`src/rtl/mc_pkg.sv`:
```
// Shared definitions for the memory transfer buffer.
//   DATA_W_DEF / DEPTH_DEF : default data width and word count
//   clog2()                : pointer width for a power-of-two depth
//   occ_w()                : width of an occupancy counter that must reach DEPTH
package mc_pkg;

    localparam int DATA_W_DEF = 8;
    localparam int DEPTH_DEF  = 8;

    // Smallest r with 2**r >= n.
    function automatic int clog2(input int n);
        int r;
        r = 0;
        while ((1 << r) < n) begin
            r = r + 1;
        end
        return r;
    endfunction

    // Occupancy runs 0..depth inclusive, so it needs one bit more than a pointer.
    function automatic int occ_w(input int depth);
        return clog2(depth) + 1;
    endfunction

endpackage

```
`src/rtl/mc_ptr.sv`:
```
// Auto-incrementing wrap counter used as a buffer pointer.
//   clock : rising-edge clock
//   Reset : synchronous active-high clear
//   Inc   : advance by one this cycle
//   Value : current pointer; wraps from 2**W-1 to 0 naturally
module mc_ptr #(
    parameter int W = 3
) (
    input  logic         clock,
    input  logic         Reset,
    input  logic         Inc,
    output logic [W-1:0] Value
);

    logic [W-1:0] value_reg;

    always_ff @(posedge clock) begin
        if (Reset) begin
            value_reg <= '0;
        end else if (Inc) begin
            value_reg <= value_reg + 1'b1;
        end
    end

    assign Value = value_reg;

endmodule

```
`src/rtl/mc_xfer_buf.sv`:
```
// Memory transfer buffer: DEPTH x DATA_W storage with independent write and
// read pointers, occupancy tracking and sticky error flags.
//   clock, Reset        : single clock, synchronous active-high reset
//   WEA, WrValid, DataInA : write request, data qualifier, write data
//   RdEn                : read request
//   DOut1, DOutValid    : registered read data and its one-cycle valid pulse
//   AddrW, AddrR        : current write / read pointers
//   Count, Full, Empty  : occupancy and its decoded flags
//   OvfErr, UdfErr      : sticky write-while-full / read-while-empty flags
module mc_xfer_buf
    import mc_pkg::*;
#(
    parameter  int DATA_W = DATA_W_DEF,
    parameter  int DEPTH  = DEPTH_DEF,
    localparam int ADDR_W = clog2(DEPTH),
    localparam int OCC_W  = occ_w(DEPTH)
) (
    input  logic              clock,
    input  logic              Reset,
    input  logic              WEA,
    input  logic              WrValid,
    input  logic [DATA_W-1:0] DataInA,
    input  logic              RdEn,
    output logic [DATA_W-1:0] DOut1,
    output logic              DOutValid,
    output logic [ADDR_W-1:0] AddrW,
    output logic [ADDR_W-1:0] AddrR,
    output logic [OCC_W-1:0]  Count,
    output logic              Full,
    output logic              Empty,
    output logic              OvfErr,
    output logic              UdfErr
);

    logic [DATA_W-1:0] mem [DEPTH];

    logic [OCC_W-1:0]  count_reg;
    logic [OCC_W-1:0]  count_next;
    logic [DATA_W-1:0] dout_reg;
    logic              dvalid_reg;
    logic              ovf_reg;
    logic              udf_reg;

    logic              full;
    logic              empty;
    logic              wr_req;
    logic              wr_acc;
    logic              rd_acc;
    logic [ADDR_W-1:0] wr_ptr;
    logic [ADDR_W-1:0] rd_ptr;

    assign full   = (count_reg == OCC_W'(DEPTH));
    assign empty  = (count_reg == '0);
    assign wr_req = WEA && WrValid;

    // Full and empty are mutually exclusive, so a write and a read accepted
    // together never address the same word; no bypass path is needed.
    assign wr_acc = wr_req && !full;
    assign rd_acc = RdEn && !empty;

    mc_ptr #(.W(ADDR_W)) u_wr_ptr (
        .clock (clock),
        .Reset (Reset),
        .Inc   (wr_acc),
        .Value (wr_ptr)
    );

    mc_ptr #(.W(ADDR_W)) u_rd_ptr (
        .clock (clock),
        .Reset (Reset),
        .Inc   (rd_acc),
        .Value (rd_ptr)
    );

    // Storage is not cleared by reset; reset only blocks the write on its edge.
    always_ff @(posedge clock) begin
        if (!Reset && wr_acc) begin
            mem[wr_ptr] <= DataInA;
        end
    end

    always_comb begin
        count_next = count_reg;
        if (wr_acc && !rd_acc) begin
            count_next = count_reg + 1'b1;
        end else if (rd_acc && !wr_acc) begin
            count_next = count_reg - 1'b1;
        end
    end

    always_ff @(posedge clock) begin
        if (Reset) begin
            count_reg  <= '0;
            dout_reg   <= '0;
            dvalid_reg <= 1'b0;
            ovf_reg    <= 1'b0;
            udf_reg    <= 1'b0;
        end else begin
            count_reg  <= count_next;
            dvalid_reg <= rd_acc;
            if (rd_acc) begin
                dout_reg <= mem[rd_ptr];
            end
            if (wr_req && full) begin
                ovf_reg <= 1'b1;
            end
            if (RdEn && empty) begin
                udf_reg <= 1'b1;
            end
        end
    end

    assign DOut1     = dout_reg;
    assign DOutValid = dvalid_reg;
    assign AddrW     = wr_ptr;
    assign AddrR     = rd_ptr;
    assign Count     = count_reg;
    assign Full      = full;
    assign Empty     = empty;
    assign OvfErr    = ovf_reg;
    assign UdfErr    = udf_reg;

endmodule

```
`config.mk`:
```
export PLATFORM = sky130hd
export DESIGN_NAME = mc_xfer_buf
export DESIGN_NICKNAME = d
export VERILOG_FILES = /design/src/rtl/mc_pkg.sv /design/src/rtl/mc_ptr.sv /design/src/rtl/mc_xfer_buf.sv
export SDC_FILE = /design/constraint.sdc
export NUM_CORES = 1
export LEC_CHECK = 0
export CORE_UTILIZATION = 56
export DETAILED_ROUTE_END_ITERATION = 10
export GPL_ROUTABILITY_DRIVEN = 1
export GPL_TIMING_DRIVEN = 0
export HOLD_SLACK_MARGIN = 0.08
export PLACE_DENSITY = 0.83
export SYNTH_ARGS = -nofsm -noshare
export SYNTH_HDL_FRONTEND = slang
export SYNTH_SLANG_ARGS = --single-unit
```
`constraint.sdc`:
```
create_clock -name clock -period 3.25 [get_ports clock]
set_clock_uncertainty 0.05 [all_clocks]
set_input_delay 0.65 -clock clock [delete_from_list [all_inputs] [get_ports clock]]
set_output_delay 0.65 -clock clock [all_outputs]
set_load 0.02 [all_outputs]
```
==> metrics.md <==
| Metric | Value |
|---|---|
| Status | `finished clean` |
| Syn Area/Cell | `17.06 µm²` |
| Nature of the critical path startpoint | `primary input` |
| Switching power | `0.0009695 W` |
| Hold Startpoint | `UdfErr$_SDFFE_PP0P_` |
| Syn_nets | `221` |
| Reg2Reg Setup Slack | `0.30 ns` |
| Depth of the most critical reg-to-reg path | `11` |
| Port bufs | `34` |
| Area delta synth->final | `20.44%` |
| Clock Tree Buf Depth | `2` |
| Initial antenna violation count | `0` |
| CTS tree | `done` |
| Fmax | `0.3339 GHz` |
| Hpwl dp | `4218 µm` |
| # IOs | `36` |
| Post-synthesis async set-or-reset flop share | `0` |
| Seq cells post-synth | `85` |
| Flop pwr share | `0.413` |
| Ys flop type | `edfxtp_1` |
| Synth area leader | `edfxtp_1` |
| Worst R2R Start | `Count[0]$_SDFFE_PP0P_` |
| Critical path peak fanout | `6` |
| Clk_lat worst skew | `0.35 ns` |
| WHS Endpoint | `UdfErr$_SDFFE_PP0P_` |
| Routability congestion estimate | `0.6887` |
| Vias in the first global route | `1880` |
| Routed Wire Length | `6656 µm` |
| Overall Power | `0.003222 W` |
| Number of buffers created by CTS | `9` |
| H-tree lvl count | `3` |
| Post-layout nets | `266` |
| Post-CTS sizing | `0` |
| Final setup margin | `0.2555 ns` |
| Static Leak | `1.369 nW` |
| Max-Cap Viols | `0` |
| Max-slew violations | `0` |
| Final hold violations | `0` |
| Antenna Nets Post-Route | `0` |
| Hold WC Path Type | `register to register` |
| Post-route clock period utilization | `0.9214` |
| Clk slew on worst S/H paths | `0.09 ns` |
| Register area share after synthesis | `0.6795` |
| Hold slack | `0.4325 ns` |
| 1st-iter DRT viols | `124` |
| Final setup TNS | `0 ns` |
| Largest net degree at the start of global routing | `16` |
| Worst r2r dst | `Count[3]$_SDFFE_PP0P_` |
| Core area | `0.005921 mm²` |
| Total track usage | `0.2293` |
| Net Sw Frac | `0.3009` |
| Fillers | `395` |
| Post-synth EDFFs | `64` |
| Initial DRT Pass Iterations | `4` |
| Final Util | `0.7012` |
| Synth top area cells | `edfxtp_1, dfxtp_1, mux4_2, nor2_1, o22ai_2` |
| # rows | `28` |
| Die extent in x | `80.46 µm` |
| Residual DRC | `0` |
| First-pass GRT wire length | `10140 µm` |
| Pwr/cell area | `776.0 mW/mm²` |
| Routed length per instance | `20.35 µm` |
| Full die area | `0.006473 mm²` |
| Sink Count | `85` |
| Worst EP arrival | `3.19 ns` |
| Grt ovf | `0` |
| Worst vdd ir | `0.5560 mV` |
| Area share of the largest cell type after synthesis | `0.5575` |
| Logic pwr share | `0.306` |
| Hold-fix buffers, CTS | `0` |
| Synth Cell Area | `0.003447 mm²` |
| Final min period | `2.995 ns` |
| Clock network power share | `0.281` |
| Die H | `80.46 µm` |
| Placement Setup Slack | `-0.1272 ns` |
| Int Power | `0.002252 W` |
| Setup crit end kind | `register` |
| Vias per cell | `5.703` |
| CTS root buffer | `clkbuf_8` |
| Yosys warning count | `0` |
| Syn Inst Count | `202` |
| Setup Crit Path Kind | `primary input to register` |
| RSZ-0062 raised after global routing | `no` |
| Unique masters post-synth | `38` |
| Worst EP required | `3.44 ns` |
| N_diodes | `0` |
| Final setup violation count | `0` |
| Hold depth | `2` |
| Initial core utilization | `0.5822` |
| Rel. slew slack | `0.1998` |
| Worst-Margin Slew | `1.190 ns` |
| Via count | `1865` |
| Post-CTS Setup Inserts | `0` |
| Layout cells sized above 1 | `0.2619` |
==> power by group through the flow <==
stage	logic [W]	clock network (W)	registers (W)
after floorplan	0.000592	0	0.00143
after global placement	0.000961	0	0.00135
after detailed placement	0.000991	0	0.00136
after CTS	0.00101	0.000914	0.00133
after global routing	0.00107	0.000955	0.00134
final	0.000986	0.000906	0.00133
==> cells in the final DEF (no fill, tap or decap), types with 6 or more instances in the layout <==
cell	count
clkbuf_8	9
clkdlybuf4s50_1	34
dfxtp_1	21
edfxtp_1	64
mux4_2	16
nand2_1	6
nor2_1	27
nor3_2	11
o22ai_2	8
==> metrics by stage <==
step                area, µm²  cells
finish                   4151    327
global route             4151    327
CTS                      4156    328
detailed placement       3910    312
global placement         3881    311
floorplan                3447    202
==> critical path, stage by stage <==
cell and delay (ns):
clkdlybuf4s50_1 0.48, nand2_1 0.07, or2_1 0.20, buf_4 0.16, inv_2 0.10, ha_1 0.19, inv_1 0.11, ha_1 0.34
a21oi_1 0.23, a211oi_1 0.13, a31oi_1 0.19, mux2_2 0.35
==> logic make-up after synthesis <==
group           synth area share
flops                     0.6795
simple gates             0.09438
mux                       0.1136
compound gates           0.04683
buf+inv                  0.02650
xor+xnor                 0.01524
fa+ha+maj                0.02396
==> state kept, by name (all words and copies together), names as in the netlist <==
name	cells
Count	4
DOut1	8
DOutValid	1
OvfErr	1
UdfErr	1
mem	64
u_rd_ptr.Value	3
u_wr_ptr.Value	3
==> metal layers <==
metal  vias up  GRT usage  wire, µm
met3         4    0.04318       281
li1        865          -         -
met1       946     0.2805      2706
met5         -          0         0
met2        50     0.4034      3629
met4         0    0.08393        39
==> Yosys cell counts (all sizes together), types with 4 or more instances <==
library cell,instances
xnor2,4
buf,6
nand2,8
nor2,27
clkbuf,5
nor3,11
edfxtp,64
dfxtp,21
o22ai,8
mux4,16
ha,5
a21oi,4
==> area by class of cell <==
type / instances / area, µm² / share of cell area
multi-input cells: 103 / 1035 / 0.2492
plain buffers: 10 / 75.07 / 0.01808
well taps: 75 / 93.84 / 0.02260
repair buffers: 35 / 347.8 / 0.08379
flip-flops and latches: 85 / 2342 / 0.5642
clock inverters: 6 / 118.9 / 0.02863
clock buffers: 10 / 127.6 / 0.03074
inverters: 3 / 11.26 / 0.002712
==> worst max-delay path by stage <==
stage | from | endpoint | slack [ns] | cells after the start
after global placement | WEA | mem[0][6]$_DFFE_PP_ | -0.64 | 5
after global routing | Count[0]$_SDFFE_PP0P_ | Count[3]$_SDFFE_PP0P_ | 0.08 | 11
after floorplan | Count[0]$_SDFFE_PP0P_ | Count[3]$_SDFFE_PP0P_ | 0.33 | 11
after detailed placement | RdEn | Count[3]$_SDFFE_PP0P_ | -0.13 | 11
final | WEA | Count[3]$_SDFFE_PP0P_ | 0.26 | 12
after CTS | RdEn | Count[3]$_SDFFE_PP0P_ | 0.12 | 11
No activity file was read; power rests on OpenSTA's default activity.
==> variant 1: new RTL, same settings <==
The package constant `DATA_W_DEF` goes from 8 to 12.
--- a/src/rtl/mc_pkg.sv
+++ b/src/rtl/mc_pkg.sv
@@ -5,5 +5,5 @@
 package mc_pkg;
 
-    localparam int DATA_W_DEF = 8;
+    localparam int DATA_W_DEF = 12;
     localparam int DEPTH_DEF  = 8;
 
Ports: changed (resized DOut1 and DataInA); port bits go from 36 to 44. The function was not compared with the original's and may differ.
==> variant 1 against the original RTL <==
  * Sequential power grew 41%
  * Non-clock buffer count grew 17
  * Cell area is 41% higher
  * Utilization rose by 4.2 points
  * Worst setup slack better by 0.044 ns
  * Sequential cell count is 36 higher
  * Combinational power grew 18%
  * Global-route usage grew 1.2 points
  * Routed wire length up 40%
  * Area after synthesis increased by 35%
  * Total power increased by 49%
  * Critical path type is now flip-flop to flip-flop
==> variant 1: results (changes against the original RTL) <==
Outcome -> complete, no violations
Port bufs -> 43 (+26%)
Seq area share -> 0.577 (+0.0126)
Synth cell count leaders -> 96 x edfxtp_1, 31 x nor2_1, 25 x dfxtp_1
CTS clock-pin slew for the worst setup and hold paths -> 0.06 ns (-0.03 ns)
PD cells -> 816 nW/um2 (+5.2%)
Drt wl/cell -> 21.0 um (+3.3%)
Comb pwr -> 1.16 mW (+18%)
Mapped Cells -> 262 (+30%)
Hpwl dp -> 5730 um (+36%)
Setup Buffers After CTS -> 0 (unchanged)
Multi-Input Combinational -> 123 (+19%)
Drt first pass iters -> 4 (unchanged)
Max FFs per register -> 96 (+50%)
Cells after DPL -> 412 (+32%)
Synth Area in Compound Gates -> 0.0271 (-0.0198)
Worst-Skew Late Latency -> 0.52 ns (+0.17 ns)
Post-synthesis sequential area ratio -> 0.725 (+0.0452)
Net count after synthesis -> 285 (+29%)
Clock network area share -> 0.0962 (+0.0368)
Seq cells -> 121 (+42%)
Placed Area -> 5300 um2 (+36%)
Slew headroom -> 0.129 (-0.0708)
PnR worst setup slack -> 0.299 ns (+0.0435 ns)
Arrival @ worst endpoint -> 3.31 ns (+0.12 ns)
P_seq -> 1.87 mW (+41%)
Fillers -> 433 (+9.6%)
First-pass GRT wire length -> 14300 um (+41%)
Dpl ws -> -0.470 ns (-0.343 ns)
Layout cells sized above 1 -> 0.261 (-0.000908)
Worst hold slack -> 0.427 ns (-0.00533 ns)
Mux cell area share after synthesis -> 0.122 (+0.00888)
Critical path peak fanout -> 7 (+1)
Max H-tree Level -> 4 (+1)
CP max stage delay -> 0.50 ns (+0.02 ns)
CP delay by family, top -> simple AND/OR/NAND/NOR gates
NonClk Buf Share -> 0.0971 (-0.00481)
Largest net degree at the start of global routing -> 17 (+1)
NetSw -> 1.47 mW (+52%)
Pleak -> 1.95 nW (+43%)
Synth top area cells -> edfxtp_1 62%, mux4_2 12%, dfxtp_1 11%
Multi-input logic area -> 1210 um2 (+17%)
Worst VDD drop -> 0.000413 V (-26%)
Fin nets -> 351 (+32%)
TritonCTS Buffers -> 17 (+8)
Unique masters post-synth -> 36 (-5.3%)
Vias in the first global route -> 2649 (+41%)
Layout Utilization -> 0.744 (+0.0425)
Via density -> 5.86 (+2.7%)
## variant 1: cell types whose count changed after synthesis, moves of 4 or more
cell / before / now
dfxtp_1: 21 / 25
nor2_1: 27 / 31
edfxtp_1: 64 / 96
nor3_1: 3 / 7
mux4_2: 16 / 24
o22ai_1: 0 / 12
o22ai_2: 8 / 0
## variant 1: worst paths after layout
path	startpoint	endpoint	cells past startpoint
hold / removal	UdfErr	UdfErr	2
setup / recovery	Count[0]	Count[3]	11
setup reg to reg	Count[0]	Count[3]	11
hold reg to reg	UdfErr	UdfErr	2
## variant 1: metal layers
| layer | vias up | GRT usage | share of wire |
|---|---|---|---|
| li1 | 1168 | - | - |
| met1 | 1313 | 0.306 | 0.40 |
| met2 | 102 | 0.381 | 0.52 |
| met3 | 11 | 0.0919 | 0.069 |
| met4 | 0 | 0.0885 | 0.012 |
| met5 | - | 0 | 0 |
==> variant 2: new RTL, same flow settings <==
Made on the original files. Make the reset (`Reset`) asynchronous in 2 clocked blocks. Comments in the files are not updated.
--- a/src/rtl/mc_ptr.sv
+++ b/src/rtl/mc_ptr.sv
@@ -15,5 +15,5 @@
     logic [W-1:0] value_reg;
 
-    always_ff @(posedge clock) begin
+    always_ff @(posedge clock or posedge Reset) begin
         if (Reset) begin
             value_reg <= '0;
--- a/src/rtl/mc_xfer_buf.sv
+++ b/src/rtl/mc_xfer_buf.sv
@@ -89,5 +89,5 @@
     end
 
-    always_ff @(posedge clock) begin
+    always_ff @(posedge clock or posedge Reset) begin
         if (Reset) begin
             count_reg  <= '0;
Behaviour: differs if Reset is asserted again (counterexample within 4 cycles, from zero or initial values and one cycle with Reset high); with Reset held inactive, the same outputs for 10 cycles.
==> variant 2 against the original RTL <==
  * Total power is 15% higher
  * Cell area is 0.69% higher
  * Cell count is 6.4% higher
  * Synthesized cell count is 8.9% higher
  * Area after synthesis is 1.7% higher
  * First-iteration DRC count is 35% higher
  * Routed wire length is 5.8% lower
  * Critical path depth is 3 lower
  * Register-to-register slack better by 0.05 ns
  * Largest power group unchanged
  * Sequential cell count stayed put
  * Worst setup slack better by 0.095 ns
  * Critical endpoint is now Count[3]
==> variant 2: results (changes against the original RTL) <==
Total GRT Usage -> 0.215 (-0.0146)
Diodes inserted -> 0 (unchanged)
CTS Root Cell -> clkbuf_8
Max FFs per register -> 64 (unchanged)
Max cap viols -> 0 (unchanged)
CP max stage cell -> dfrtp_1
Synth top area cells -> edfxtp_1 55%, dfrtp_1 15%, mux2_2 5.8%
Cells after DPL -> 332 (+6.4%)
Layout cells sized above 1 -> 0.179 (-0.0824)
Yosys warns -> 0 (unchanged)
Hpwl dp -> 4250 um (+0.82%)
NetSw -> 1.27 mW (+31%)
Max H-tree Level -> 3 (unchanged)
Synth cell count leaders -> 64 x edfxtp_1, 22 x nand2_1, 21 x dfrtp_1
Post-synthesis sequential area ratio -> 0.698 (+0.0183)
Hold Startpoint -> UdfErr
Arrival @ worst endpoint -> 3.08 ns (-0.11 ns)
Worst reg2reg path depth -> 9 (-2)
Async SR Flop Fraction -> 0.247 (+0.247)
Worst VDD drop -> 0.000557 V (+0.21%)
Vias in the first global route -> 1925 (+2.4%)
Mux cell area share after synthesis -> 0.106 (-0.00730)
Hold depth -> 1 (-1)
Post-Synth Adder-Cell Area -> 0.0235 (-0.000410)
Slew headroom -> 0.463 (+0.264)
First-pass GRT wire length -> 9900 um (-2.3%)
CTS Hold Buffers Added -> 0 (unchanged)
Crit path time final -> 2.90 ns (-0.0953 ns)
EDFF count, synth -> 64 (unchanged)
Port bufs -> 35 (+2.9%)
Post-Synth XOR/XNOR Area -> 0.0125 (-0.00276)
Clk buf depth -> 2 (unchanged)
Fin nets -> 287 (+7.9%)
Net count after synthesis -> 239 (+8.1%)
CP delay by family, top -> compound AO/OA/AOI/OAI gates
Unique masters post-synth -> 35 (-7.9%)
Post-Layout Cell Count -> 348 (+6.4%)
Worst Hold Class -> flip-flop to flip-flop
R2R Setup Slk -> 0.35 ns (+0.05 ns)
Routability cong. -> 0.761 (+11%)
Critical path peak fanout -> 10 (+4)
Worst R2R Start -> Count[0]
Synthesized area per cell -> 15.9 um2 (-6.6%)
Worst reg2reg path endpoint -> Count[3]
CP max stage delay -> 0.51 ns (+0.03 ns)
Worst hold endpoint -> UdfErr
Drt first pass iters -> 4 (unchanged)
Dpl ws -> 0.0436 ns (+0.171 ns)
Outcome -> complete, no violations
Synth Area in Compound Gates -> 0.0653 (+0.0185)
Via density -> 5.69 (-0.19%)
Post-CTS resize count -> 0 (unchanged)
Worst-Skew Late Latency -> 0.35 ns (about the same)
Iter 0 DRT Violations -> 167 (+35%)
CTS clock-pin slew for the worst setup and hold paths -> 0.09 ns (about the same)
Largest net degree at the start of global routing -> 23 (+7)
TritonCTS Buffers -> 9 (unchanged)
Drt wl/cell -> 18.0 um (-11%)
Fillers -> 392 (-0.76%)
Pleak -> 1.51 nW (+11%)
## variant 2: worst max path at each step
| stage | from | endpoint | slack [ns] |
|---|---|---|---|
| finish | Count[0] | Count[3] | 0.35 |
| global route | Count[0] | Count[3] | 0.17 |
| CTS | Count[0] | Count[3] | 0.34 |
| detailed placement | WrValid | Count[3] | 0.04 |
| global placement | WEA | mem[1][7] | -0.24 |
| floorplan | Count[0] | Count[3] | 0.43 |
## variant 2: metal layers
layer,wire length [um],vias to the layer above,track usage
li1,-,940,-
met1,2720,971,0.289
met2,3050,57,0.323
met3,352,13,0.0562
met4,150,0,0.111
met5,0,-,0
## variant 2: logic make-up after synthesis
group           after synthesis
mux                          35
xor+xnor                      5
buf+inv                      12
fa+ha+maj                     6
flops                        85
compound gates               32
simple gates                 45
## variant 2: final cells by class
cell class / count / area [um2] / area share
sequential: 85 / 2450 / 0.585
multi-input combinational: 123 / 971 / 0.232
timing repair buffer: 37 / 365 / 0.0874
clock buffer: 9 / 124 / 0.0296
tap: 75 / 93.8 / 0.0224
buffer: 9 / 90.1 / 0.0216
clock inverter: 7 / 77.6 / 0.0186
inverter: 3 / 11.3 / 0.00269
## variant 2: stage by stage
| step | hold WS, ns | instance area [um2] |
|---|---|---|
| after floorplan | 0.515 | 3510 |
| after global placement | 0.388 | 3950 |
| after detailed placement | 0.410 | 3980 |
| after CTS | 0.428 | 4180 |
| after global routing | 0.449 | 4180 |
| final | 0.423 | 4180 |
## variant 2: power groups by stage
stage	registers (mW)	clock network [mW]	logic [mW]
3_3_place_gp	1.51	0	1.39
3_5_place_dp	1.53	0	1.42
4_1_cts	1.51	0.771	1.43
2_1_floorplan	1.66	0	0.785
5_1_grt	1.53	0.822	1.53
6_report	1.50	0.762	1.42
